==> src/rtl/fc_layer_ctrl.sv <==
// Layer sequencer for a shared binary-weight FC neuron: fetches {bias, weights} per output,
// fires the neuron, streams each result and tracks a running signed argmax.
module fc_layer_ctrl #(
    parameter int NUM_OUT = 10,
    parameter int AW      = 4,
    parameter int TIMEOUT = 15
) (
    input  logic           i_clk,
    input  logic           i_reset,
    input  logic           i_start,
    input  logic [159:0]   i_in_vec,
    output logic           o_busy,
    output logic           o_done,
    output logic           o_err,
    output logic           o_w_rd,
    output logic [AW-1:0]  o_w_addr,
    input  logic [16:0]    i_w_rdata,
    output logic           o_nrn_start,
    output logic [15:0]    o_nrn_weight,
    output logic           o_nrn_bias,
    output logic [159:0]   o_nrn_in,
    input  logic [14:0]    i_nrn_out,
    input  logic           i_nrn_end,
    output logic           o_res_valid,
    output logic [AW-1:0]  o_res_idx,
    output logic [14:0]    o_res_data,
    output logic [AW-1:0]  o_argmax_idx,
    output logic [14:0]    o_argmax_val
);
    localparam int CW = $clog2(TIMEOUT + 1);
    localparam logic [AW-1:0] LAST_IDX = AW'(NUM_OUT - 1);
    localparam logic [CW-1:0] TO_LAST  = CW'(TIMEOUT - 1);

    typedef enum logic [2:0] {
        S_IDLE, S_FETCH, S_LOAD, S_FIRE, S_WAIT, S_DONE
    } state_t;

    state_t         r_state, w_next;
    logic [AW-1:0]  r_idx;
    logic [CW-1:0]  r_wcnt;
    logic [159:0]   r_in;
    logic [15:0]    r_weight;
    logic           r_bias;
    logic           r_err;
    logic           r_res_valid;
    logic [AW-1:0]  r_res_idx;
    logic [14:0]    r_res_data;
    logic [AW-1:0]  r_amax_idx;
    logic [14:0]    r_amax_val;
    logic           w_timeout;
    logic           w_amax_upd;

    assign w_timeout  = (r_wcnt == TO_LAST);
    // First result always loads; later ones must be strictly greater so ties keep the lowest index.
    assign w_amax_upd = (r_idx == '0) || ($signed(i_nrn_out) > $signed(r_amax_val));

    always_ff @(posedge i_clk or negedge i_reset) begin
        if (!i_reset) r_state <= S_IDLE;
        else          r_state <= w_next;
    end

    always_comb begin
        w_next = r_state;
        case (r_state)
            S_IDLE:  if (i_start) w_next = S_FETCH;
            S_FETCH: w_next = S_LOAD;
            S_LOAD:  w_next = S_FIRE;
            S_FIRE:  w_next = S_WAIT;
            S_WAIT: begin
                if (i_nrn_end)      w_next = (r_idx == LAST_IDX) ? S_DONE : S_FETCH;
                else if (w_timeout) w_next = S_IDLE;
            end
            S_DONE:  w_next = S_IDLE;
            default: w_next = S_IDLE;
        endcase
    end

    always_comb begin
        o_busy      = (r_state != S_IDLE);
        o_w_rd      = (r_state == S_FETCH);
        o_nrn_start = (r_state == S_FIRE);
        o_done      = (r_state == S_DONE);
    end

    always_ff @(posedge i_clk or negedge i_reset) begin
        if (!i_reset) begin
            r_idx       <= '0;
            r_wcnt      <= '0;
            r_in        <= '0;
            r_weight    <= '0;
            r_bias      <= 1'b0;
            r_err       <= 1'b0;
            r_res_valid <= 1'b0;
            r_res_idx   <= '0;
            r_res_data  <= '0;
            r_amax_idx  <= '0;
            r_amax_val  <= '0;
        end else begin
            r_res_valid <= 1'b0;
            case (r_state)
                S_IDLE: if (i_start) begin
                    r_in       <= i_in_vec;
                    r_idx      <= '0;
                    r_err      <= 1'b0;
                    r_amax_idx <= '0;
                    r_amax_val <= '0;
                end
                S_LOAD: begin
                    r_bias   <= i_w_rdata[16];
                    r_weight <= i_w_rdata[15:0];
                end
                S_FIRE: r_wcnt <= '0;
                S_WAIT: begin
                    if (i_nrn_end) begin
                        r_res_valid <= 1'b1;
                        r_res_data  <= i_nrn_out;
                        r_res_idx   <= r_idx;
                        if (w_amax_upd) begin
                            r_amax_idx <= r_idx;
                            r_amax_val <= i_nrn_out;
                        end
                        if (r_idx != LAST_IDX) r_idx <= r_idx + 1'b1;
                    end else if (w_timeout) begin
                        r_err <= 1'b1;
                    end else begin
                        r_wcnt <= r_wcnt + 1'b1;
                    end
                end
                default: ;
            endcase
        end
    end

    assign o_err        = r_err;
    assign o_w_addr     = r_idx;
    assign o_nrn_weight = r_weight;
    assign o_nrn_bias   = r_bias;
    assign o_nrn_in     = r_in;
    assign o_res_valid  = r_res_valid;
    assign o_res_idx    = r_res_idx;
    assign o_res_data   = r_res_data;
    assign o_argmax_idx = r_amax_idx;
    assign o_argmax_val = r_amax_val;
endmodule

==> config.mk <==
export PLATFORM = sky130hd
export DESIGN_NAME = fc_layer_ctrl
export DESIGN_NICKNAME = d
export VERILOG_FILES = /design/src/rtl/fc_layer_ctrl.sv
export SDC_FILE = /design/constraint.sdc
export NUM_CORES = 1
export LEC_CHECK = 0
export BUFFER_PORTS_ARGS = -buffer_cell sky130_fd_sc_hd__clkbuf_2
export CAP_MARGIN = 10
export CORE_AREA = 5 5 162 164
export CTS_BUF_LIST = sky130_fd_sc_hd__clkbuf_16
export DETAILED_ROUTE_END_ITERATION = 10
export DIE_AREA = 0 0 167 169
export PLACE_DENSITY = 0.75
export SETUP_SLACK_MARGIN = 0.15
export SLEW_MARGIN = 40
export SYNTH_ARGS = -nofsm -noshare
export SYNTH_HDL_FRONTEND = slang
export SYNTH_SLANG_ARGS = --single-unit
==> constraint.sdc <==
create_clock -name i_clk -period 3.27 [get_ports i_clk]
set_input_delay 0.1635 -clock i_clk [delete_from_list [all_inputs] [get_ports i_clk]]
set_output_delay 0.1635 -clock i_clk [all_outputs]
set_load 0.1 [all_outputs]
==> metrics.txt, run 1 <==
Hold WC Path Type in -> reg; GPL Wtd Cong just over 0.8; Yosys top cell area share 0.6218; All-Layer GR Usage 0.2002; DP Worst Slack 0.7709 ns; Yosys cell types 41; Num CTS Buffers 25; Synth Instances 614; nets@finish between 1000 and 1500; Fin Setup TNS 0 ns; Post-synth EDFFs 0; crit path kind reg -> reg; H-tree levels 1; highest clock rate 405.9 MHz; Net Count, Synth 830; Fillers 1827; Tcrit/Tclk final 0.7533; Synth async-reset ratio 1.000; register area 5705 um2; Sink Count roughly 230; CP arrival 2.85 ns; CP max FO 10; Root Driver clkbuf_16; Avg Synthesized Cell Area 14.94 um2; clk_lat worst skew approximately 0.51 ns; RSZ-0062 raised after global routing false; post-route antenna net violation count 0; Post-CTS Resized 0; row count a little under 60; Max Root-Sink Buffers 3; sequential cell area fraction in the yosys report 0.6218; detailed placement HPWL 18450 um; Die Ht 169 um; Slew @ Worst Pin a little under 0.6 ns; DR iter-0 viols 316; proportion of layout cells with a drive suffix above 1 0.5331; Vias roughly 7400; Clock transition at path regs 0.06 ns; first-pass GRT wire length 46260 um; Final setup viols 0; CTS tree built; grt total ovfl 0; Primary FF master, synth dfrtp_1; Final Skew 0.01213 ns; post-synthesis cell area 9175 um2; Worst setup SP type flop; Final WS setup around 0.81 ns; vias in the first global route 8310; Port Buffer Count 420; area leader, netlist dfrtp_1; Post-Route WL 29180 um; #FFs+latches synth ~230; vias per cell 4.667; largest net degree at the start of global routing 90; largest cells by area after synthesis dfrtp_1, mux2_2, ha_1; Final Max Tran Viols 0; status finished clean; DRC 0; most frequent cells in the layout clkbuf_2, dfrtp_1, mux2_2, dlygate4sd3_1, nand2_1; area grow syn2layout 58.22%; initial antenna violation count 3; relative slew slack 0.6039; Starting Density 0.3708; # IOs ~420; die area 28220 um2; yosys warns 0; commonest non-fill, non-tap cell in the layout clkbuf_2; Pre-antenna DRT Iters 4; wire per inst 18.38 um; crit end category flop; Hold Vio Cnt, Final 0; # Max-Cap Violations 0; min Tclk post-route 2.463 ns; Worst Path Required 3.66 ns; multi-input logic area 3273 um2; core area 24750 um2; Die W 167 um
## area by class of cell
class	count	share of cell area
inverter	21	0.005430
multi-input combinational	337	0.2255
antenna	3	0.0005172
tap	330	0.02844
timing repair buffer	624	0.2887
sequential	228	0.3930
clock inverter	20	0.01526
clock buffer	25	0.04310
## worst max-delay path, stage by stage, from the launching register on
cell and delay (ns):
dfrtp_1 0.37, inv_1 0.07, ha_1 0.31, a21oi_1 0.16, a21oi_1 0.08, o311ai_1 0.48
a32oi_4 0.32, buf_8 0.24, mux2_1 0.30
## sequential cells by signal (all words and copies together), names as in the netlist
name	flops
o_w_addr	4
o_nrn_bias	1
o_res_data	15
o_argmax_val	15
o_argmax_idx	4
o_nrn_weight	16
o_res_idx	4
o_nrn_in	160
o_err	1
r_state	3
o_res_valid	1
r_wcnt	4
## metrics by stage
stage	hold slack [ns]	utilization	cells	cell area, um2
after floorplan	-0.1321	-	614	9180
after global placement	0.3098	0.4723	1345	11690
after detailed placement	0.09060	0.4734	1346	11720
after CTS	0.04110	0.5857	1584	14490
after global routing	0.06868	0.5866	1588	14520
final	0.05731	0.5866	1588	14520
## cell usage after synthesis, types with 4 or more instances
cell        n
buf_2      19
dfrtp_1   228
ha_1       20
mux2_1      7
xor2_1      4
mux2_2    193
nand3_1     7
a21oi_1     5
clkbuf_1    6
mux2i_1    16
nand2_1    30
inv_1      21
nor2_1     15
o21ai_0     6
## logic make-up (layout without fill, tap and decap cells)
kind of cell	count (synthesis)	after routing	share of synthesized area
flip-flops	228	228	0.6218
multiplexers	216	216	0.2629
AO/OA/AOI/OAI	20	20	0.01814
other	0	3	0
AND/OR/NAND/NOR	77	77	0.04214
XOR/XNOR	4	4	0.003818
buffers and inverters	49	690	0.02386
adder cells (fa/ha/maj)	20	20	0.02727
## layer usage
metal / track usage / wire length (um) / vias to the layer above
met5: 0 / 0 / -
met4: 0.06795 / 1023 / 0
met3: 0.05862 / 2314 / 71
met2: 0.3519 / 14750 / 340
met1: 0.2356 / 11100 / 3606
li1: - / - / 3394
## worst paths after layout
| kind | from | endpoint | slack (ns) | depth (start not counted) |
|---|---|---|---|---|
| setup / recovery | o_argmax_val[2]$_DFFE_PN0P_ | o_argmax_idx[1]$_DFFE_PN0P_ | 0.81 | 8 |
| hold / removal | i_start | r_state[0]$_DFFE_PN0P_ | 0.06 | 4 |
| setup reg to reg | o_argmax_val[2]$_DFFE_PN0P_ | o_argmax_idx[1]$_DFFE_PN0P_ | 0.81 | 8 |
| hold reg to reg | o_nrn_in[40]$_DFFE_PN0P_ | o_nrn_in[40]$_DFFE_PN0P_ | 0.49 | 1 |
| max in group asynchronous | i_reset | o_nrn_in[115]$_DFFE_PN0P_ | 2.02 | 4 |
| min in group asynchronous | i_reset | o_argmax_val[7]$_DFFE_PN0P_ | 0.18 | 2 |
## what timing repair did
action | in CTS | in global routing
hold endpoints to repair | 372 | 0
hold buffers | 193 | 0
setup buffers | 0 | 0
Power of run 1 is not shown: default switching activity piles up to over one toggle a cycle in this logic, so the estimate is an artifact.
==> run 2: changes to the inputs <==
--- a/config.mk
+++ b/config.mk
@@ -7,11 +7,11 @@
 export LEC_CHECK = 0
 export BUFFER_PORTS_ARGS = -buffer_cell sky130_fd_sc_hd__clkbuf_2
 export CAP_MARGIN = 10
-export CORE_AREA = 5 5 162 164
+export CORE_AREA = 5 5 159 161
 export CTS_BUF_LIST = sky130_fd_sc_hd__clkbuf_16
 export DETAILED_ROUTE_END_ITERATION = 10
-export DIE_AREA = 0 0 167 169
-export PLACE_DENSITY = 0.75
+export DIE_AREA = 0 0 164 166
+export PLACE_DENSITY = 0.77
 export SETUP_SLACK_MARGIN = 0.15
 export SLEW_MARGIN = 40
 export SYNTH_ARGS = -nofsm -noshare
==> constraint.sdc (replaced) <==
create_clock -name i_clk -period 2.5 [get_ports i_clk]
set_input_delay 0.125 -clock i_clk [delete_from_list [all_inputs] [get_ports i_clk]]
set_output_delay 0.125 -clock i_clk [all_outputs]
set_load 0.1 [all_outputs]
==> run 2 against run 1 <==
Utilization up 2.3 points. Worst setup slack worse by 0.56 ns. First-iteration DRC count up 12%. Wire length up 3.6%. Non-clock buffer count up 6. Flip-flop and latch count unchanged. Clock-buffer cell count unchanged. Sequential share of layout area up 0.24 points. Register-to-register slack worse by 0.56 ns. Worst hold slack better by 0.022 ns.
==> metrics.txt, run 2 (synthesis gave the netlist of run 1 again) <==
CP arrival 2.65 ns (was 2.85 ns); Final Max Tran Viols 0 (unchanged); min Tclk post-route 2.258 ns (was 2.463 ns); GPL Wtd Cong 0.8786 (was 0.8234); wire per inst 19.04 um (was 18.38 um); crit path kind reg -> reg (unchanged); Clock transition at path regs 0.06 ns (about the same); nets@finish 1459 (was 1453); initial antenna violation count 2 (was 3); vias per cell 4.720 (was 4.667); status finished clean (unchanged); Vias 7490 (was 7411); Die W 164 um (was 167 um); grt total ovfl 0 (unchanged); Starting Density 0.3852 (was 0.3708); reg2reg setup slack 0.24 ns (was 0.81 ns); detailed placement HPWL 18880 um (was 18450 um); max reg flops 160 (unchanged); RSZ-0062 raised after global routing false (unchanged); Sink Count 228 (unchanged); Worst Path Required 2.89 ns (was 3.66 ns); CTS tree built (unchanged); number of placed instances, taps included 1342 (was 1346); final instance area 14510 um2 (was 14520 um2); H-tree levels 1 (unchanged); core area 23820 um2 (was 24750 um2); DR iter-0 viols 353 (was 316); Num CTS Buffers 25 (unchanged); proportion of layout cells with a drive suffix above 1 0.5432 (was 0.5331); most frequent cells in the layout clkbuf_2, dfrtp_1, dlygate4sd3_1 (was clkbuf_2, dfrtp_1, mux2_2, dlygate4sd3_1, nand2_1); All-Layer GR Usage 0.2153 (was 0.2002); Slew @ Worst Pin 0.6061 ns (was 0.5967 ns); vias in the first global route 8404 (was 8310); Final setup viols 0 (unchanged); post-route antenna net violation count 0 (unchanged); Die Ht 166 um (was 169 um); Pre-antenna DRT Iters 4 (unchanged); commonest non-fill, non-tap cell in the layout clkbuf_2 (unchanged); Fin Setup TNS 0 ns (unchanged); clk_lat worst skew 0.51 ns (about the same); Port Buffer Count 420 (unchanged); Max Root-Sink Buffers 3 (unchanged); Cell Count, Final, Fillers Out 1587 (was 1588); # IOs 421 (unchanged); crit end category flop (unchanged); placed cell area 11780 um2 (was 11720 um2); Root Driver clkbuf_16 (unchanged); die area 27220 um2 (was 28220 um2); Tcrit/Tclk final 0.9033 (was 0.7533); CP max FO 7 (was 10); first-pass GRT wire length 46710 um (was 46260 um); row count 57 (was 58); largest net degree at the start of global routing 82 (was 90); Hold Vio Cnt, Final 0 (unchanged); Fin Hold WS 0.07954 ns (was 0.05731 ns); Hold WC Path Type in -> async (was in -> reg); highest clock rate 442.8 MHz (was 405.9 MHz); Final Skew 0.008511 ns (was 0.01213 ns); Post-Route WL 30220 um (was 29180 um); Worst setup SP type flop (unchanged); area grow syn2layout 58.16% (was 58.22%); relative slew slack 0.5976 (was 0.6039); # Max-Cap Violations 0 (unchanged); R2R cell count 7 (was 8); DRC 0 (unchanged)
-- run 2: changes by cell type in the layout (fill, tap and decap cells not counted), moves of 3 or more --
cell | before | now
bufinv_16 | 5 | 1
dfrtp_4 | 0 | 4
buf_12 | 3 | 7
clkinv_1 | 5 | 9
inv_1 | 25 | 28
clkinv_2 | 4 | 1
dfrtp_1 | 228 | 210
dfrtp_2 | 0 | 14
-- run 2: final cells by class --
type	instances	area (um2)
antenna	2	5.005
fill	1757	9309
sequential	228	5738
clock buffer	25	625.6
multi-input combinational	337	3281
timing repair buffer	630	4264
clock inverter	20	113.9
inverter	21	78.83
tap	324	405.4
-- run 2: path summary, 6_finish.rpt --
kind                                               end                        start
setup / recovery           o_argmax_idx[1]$_DFFE_PN0P_  o_argmax_val[4]$_DFFE_PN0P_
hold / removal               o_res_data[8]$_DFFE_PN0P_                      i_reset
setup reg to reg           o_argmax_idx[1]$_DFFE_PN0P_  o_argmax_val[4]$_DFFE_PN0P_
hold reg to reg               o_nrn_in[12]$_DFFE_PN0P_     o_nrn_in[12]$_DFFE_PN0P_
max in group asynchronous     o_nrn_in[25]$_DFFE_PN0P_                      i_reset
min in group i_clk           o_nrn_in[139]$_DFFE_PN0P_                i_in_vec[139]
-- run 2: repair_timing --
item	4_1_cts	5_1_grt
setup endpoints to repair	0	11
buffers inserted	0	3
hold buffers	195	0
endpoints found under the hold margin	436	0
gates resized for setup	0	3
-- run 2: critical path, stage by stage, from the launching register on --
cell and delay [ns]:
dfrtp_4 0.47, inv_1 0.08, ha_1 0.25, a211oi_1 0.24, nor2_1 0.09, o311ai_2 0.40, a32oi_4 0.26, mux2_1 0.36
-- run 2: per-stage QoR --
step | setup WS (ns) | util
after CTS | 0.2294 | 0.6075
after global routing | 0.1168 | 0.6092
after floorplan | 0.1533 | -
after detailed placement | 0.2535 | 0.4945
final | 0.2417 | 0.6092
after global placement | 0.3402 | 0.4945
-- run 2: layer usage --
layer / track usage / share of wire / up-vias
met4: 0.1054 / 0.060 / 0
met5: 0 / 0 / -
met3: 0.05510 / 0.073 / 106
met2: 0.3832 / 0.51 / 348
met1: 0.2365 / 0.36 / 3627
li1: - / - / 3409
Power of run 2 is left out for the same reason.
==> run 3: changes to the inputs <==
--- a/config.mk
+++ b/config.mk
@@ -12,6 +12,7 @@
 export DETAILED_ROUTE_END_ITERATION = 10
 export DIE_AREA = 0 0 164 166
 export PLACE_DENSITY = 0.77
+export RECOVER_POWER = 100
 export SETUP_SLACK_MARGIN = 0.15
 export SLEW_MARGIN = 40
 export SYNTH_ARGS = -nofsm -noshare
==> constraint.sdc (replaced) <==
create_clock -name i_clk -period 2.4 [get_ports i_clk]
set_input_delay 0.12 -clock i_clk [delete_from_list [all_inputs] [get_ports i_clk]]
set_output_delay 0.12 -clock i_clk [all_outputs]
set_load 0.1 [all_outputs]
==> run 3 against run 2 <==
The run now ends with max-capacitance violations, max-slew violations left. Critical path depth rose by 1. Clock skew rose by 0.0013 ns. Wire length fell by 0.71%. Register-to-register slack improved by 0.03 ns. Final cell count fell by 0.44%. Worst setup slack improved by 0.027 ns. Flip-flop and latch count did not move. Non-clock buffer count fell by 4. Design area fell by 2.3%. Critical endpoint is now o_argmax_val[7]$_DFFE_PN0P_.
==> metrics.txt, run 3 (synthesis gave the netlist of run 1 again) <==
status finished with violations (was finished clean); failing checks max-capacitance violations, max-slew violations; initial antenna violation count 2 (unchanged); area grow syn2layout 54.59% (was 58.16%); CP max FO 12 (was 7); min Tclk post-route 2.131 ns (was 2.258 ns); Starting Density 0.3852 (unchanged); H-tree levels 1 (unchanged); DR iter-0 viols 359 (was 353); proportion of layout cells with a drive suffix above 1 0.3673 (was 0.5432); vias per cell 4.783 (was 4.720); Final setup viols 0 (unchanged); Setup crit start o_argmax_val[2]$_DFFE_PN0P_ (was o_argmax_val[4]$_DFFE_PN0P_); Num CTS Buffers 25 (unchanged); # Max-Cap Violations 1 (was 0); post-route antenna net violation count 0 (unchanged); Hold WC Path Type in -> reg (was in -> async); max reg flops 160 (unchanged); Sink Count 228 (unchanged); largest net degree at the start of global routing 88 (was 82); Cell Count, Final, Fillers Out 1580 (was 1587); final instance area 14180 um2 (was 14510 um2); most frequent cells in the layout clkbuf_1, dfrtp_1, clkbuf_2 (was clkbuf_2, dfrtp_1, dlygate4sd3_1); Clock transition at path regs 0.06 ns (about the same); core area 23820 um2 (unchanged); Die W 164 um (unchanged); vias in the first global route 8407 (was 8404); Fin Setup TNS 0 ns (unchanged); grt total ovfl 0 (unchanged); Worst Path Required 2.79 ns (was 2.89 ns); hold wc startpoint i_start; reg2reg setup slack 0.27 ns (was 0.24 ns); crit end category flop (unchanged); Die Ht 166 um (unchanged); nets@finish 1455 (was 1459); Slew @ Worst Pin 1.752 ns (was 0.6061 ns); crit path kind reg -> reg (unchanged); first-pass GRT wire length 46230 um (was 46710 um); Vias 7557 (was 7490); Port Buffer Count 420 (unchanged); Pre-antenna DRT Iters 7 (was 4); Final Max Tran Viols 65 (was 0); die area 27220 um2 (unchanged); highest clock rate 469.2 MHz (was 442.8 MHz); row count 57 (unchanged); Worst setup SP type flop (unchanged); detailed placement HPWL 18770 um (was 18880 um); Root Driver clkbuf_16 (unchanged); R2R cell count 8 (was 7); Reg-to-Reg End o_argmax_val[7]$_DFFE_PN0P_ (was o_argmax_idx[1]$_DFFE_PN0P_); commonest non-fill, non-tap cell in the layout clkbuf_1 (was clkbuf_2); Hold Path Stages 4; relative slew slack -0.1679 (was 0.5976); Final Skew 0.009762 ns (was 0.008511 ns); CP arrival 2.52 ns (was 2.65 ns); Hold Vio Cnt, Final 0 (unchanged); # IOs 421 (unchanged); Post-Route WL 30010 um (was 30220 um); number of placed instances, taps included 1340 (was 1342); CTS tree built (unchanged); GPL Wtd Cong 0.8254 (was 0.8786); All-Layer GR Usage 0.2119 (was 0.2153); Tcrit/Tclk final 0.8881 (was 0.9033); Max Root-Sink Buffers 3 (unchanged); placed cell area 11790 um2 (was 11780 um2); wire per inst 18.99 um (was 19.04 um); RSZ-0062 raised after global routing false (unchanged); DRC 0 (unchanged); clk_lat worst skew 0.51 ns (about the same); worst flop-to-flop path startpoint o_argmax_val[2]$_DFFE_PN0P_ (was o_argmax_val[4]$_DFFE_PN0P_); Hold Path End r_state[0]$_DFFE_PN0P_
## run 3: cell type report
type | instances | area, um2
Timing Repair Buffer | 626 | 3901
Fill cell | 1939 | 9637
Multi-Input combinational cell | 337 | 3272
Inverter | 21 | 78.83
Clock buffer | 25 | 625.6
Tap cell | 324 | 405.4
Sequential cell | 228 | 5762
Antenna cell | 1 | 2.502
Clock inverter | 18 | 136.4
## run 3: metal layers
layer | GRT usage | part of all wire | up-vias | wire, um
met5 | 0 | 0.00043 | - | 13
met4 | 0.08607 | 0.042 | 2 | 1248
met3 | 0.05336 | 0.080 | 92 | 2390
met2 | 0.3797 | 0.51 | 365 | 15270
met1 | 0.2392 | 0.37 | 3693 | 11080
li1 | - | - | 3405 | -
## run 3: repair_timing
item | in CTS | in global routing
hold buffers | 194 | 0
endpoints found under the setup margin | 0 | 12
resized for setup | 0 | 1
endpoints found under the hold margin | 270 | 0
setup buffers | 0 | 2
## run 3: through the flow
stage	util	setup slack [ns]	hold WS, ns
2_1_floorplan	-	0.1340	-0.1756
3_3_place_gp	0.4947	0.2474	0.1157
3_5_place_dp	0.4947	0.2036	0.1226
4_1_cts	0.6083	0.1814	0.009786
5_1_grt	0.5954	0.08799	0.02213
6_report	0.5954	0.2685	0.02751
## run 3: critical path: stages, from the launching register on
cell	delay (ns)
dfrtp_4	0.47
inv_1	0.09
ha_1	0.26
a21oi_1	0.15
a21oi_1	0.10
o311ai_2	0.37
a32oi_4	0.22
buf_6	0.22
mux2i_1	0.13
## run 3: how the worst max path moves through the flow
stage / end / slack (ns) / cells after the start
final: o_argmax_val[7]$_DFFE_PN0P_ / 0.27 / 8
after global routing: o_argmax_val[10]$_DFFE_PN0P_ / 0.09 / 2
after CTS: o_argmax_val[10]$_DFFE_PN0P_ / 0.18 / 7
after detailed placement: o_argmax_val[7]$_DFFE_PN0P_ / 0.20 / 7
after global placement: o_argmax_val[4]$_DFFE_PN0P_ / 0.25 / 7
after floorplan: o_argmax_val[0]$_DFFE_PN0P_ / 0.13 / 6
Power of run 3 is left out for the same reason.
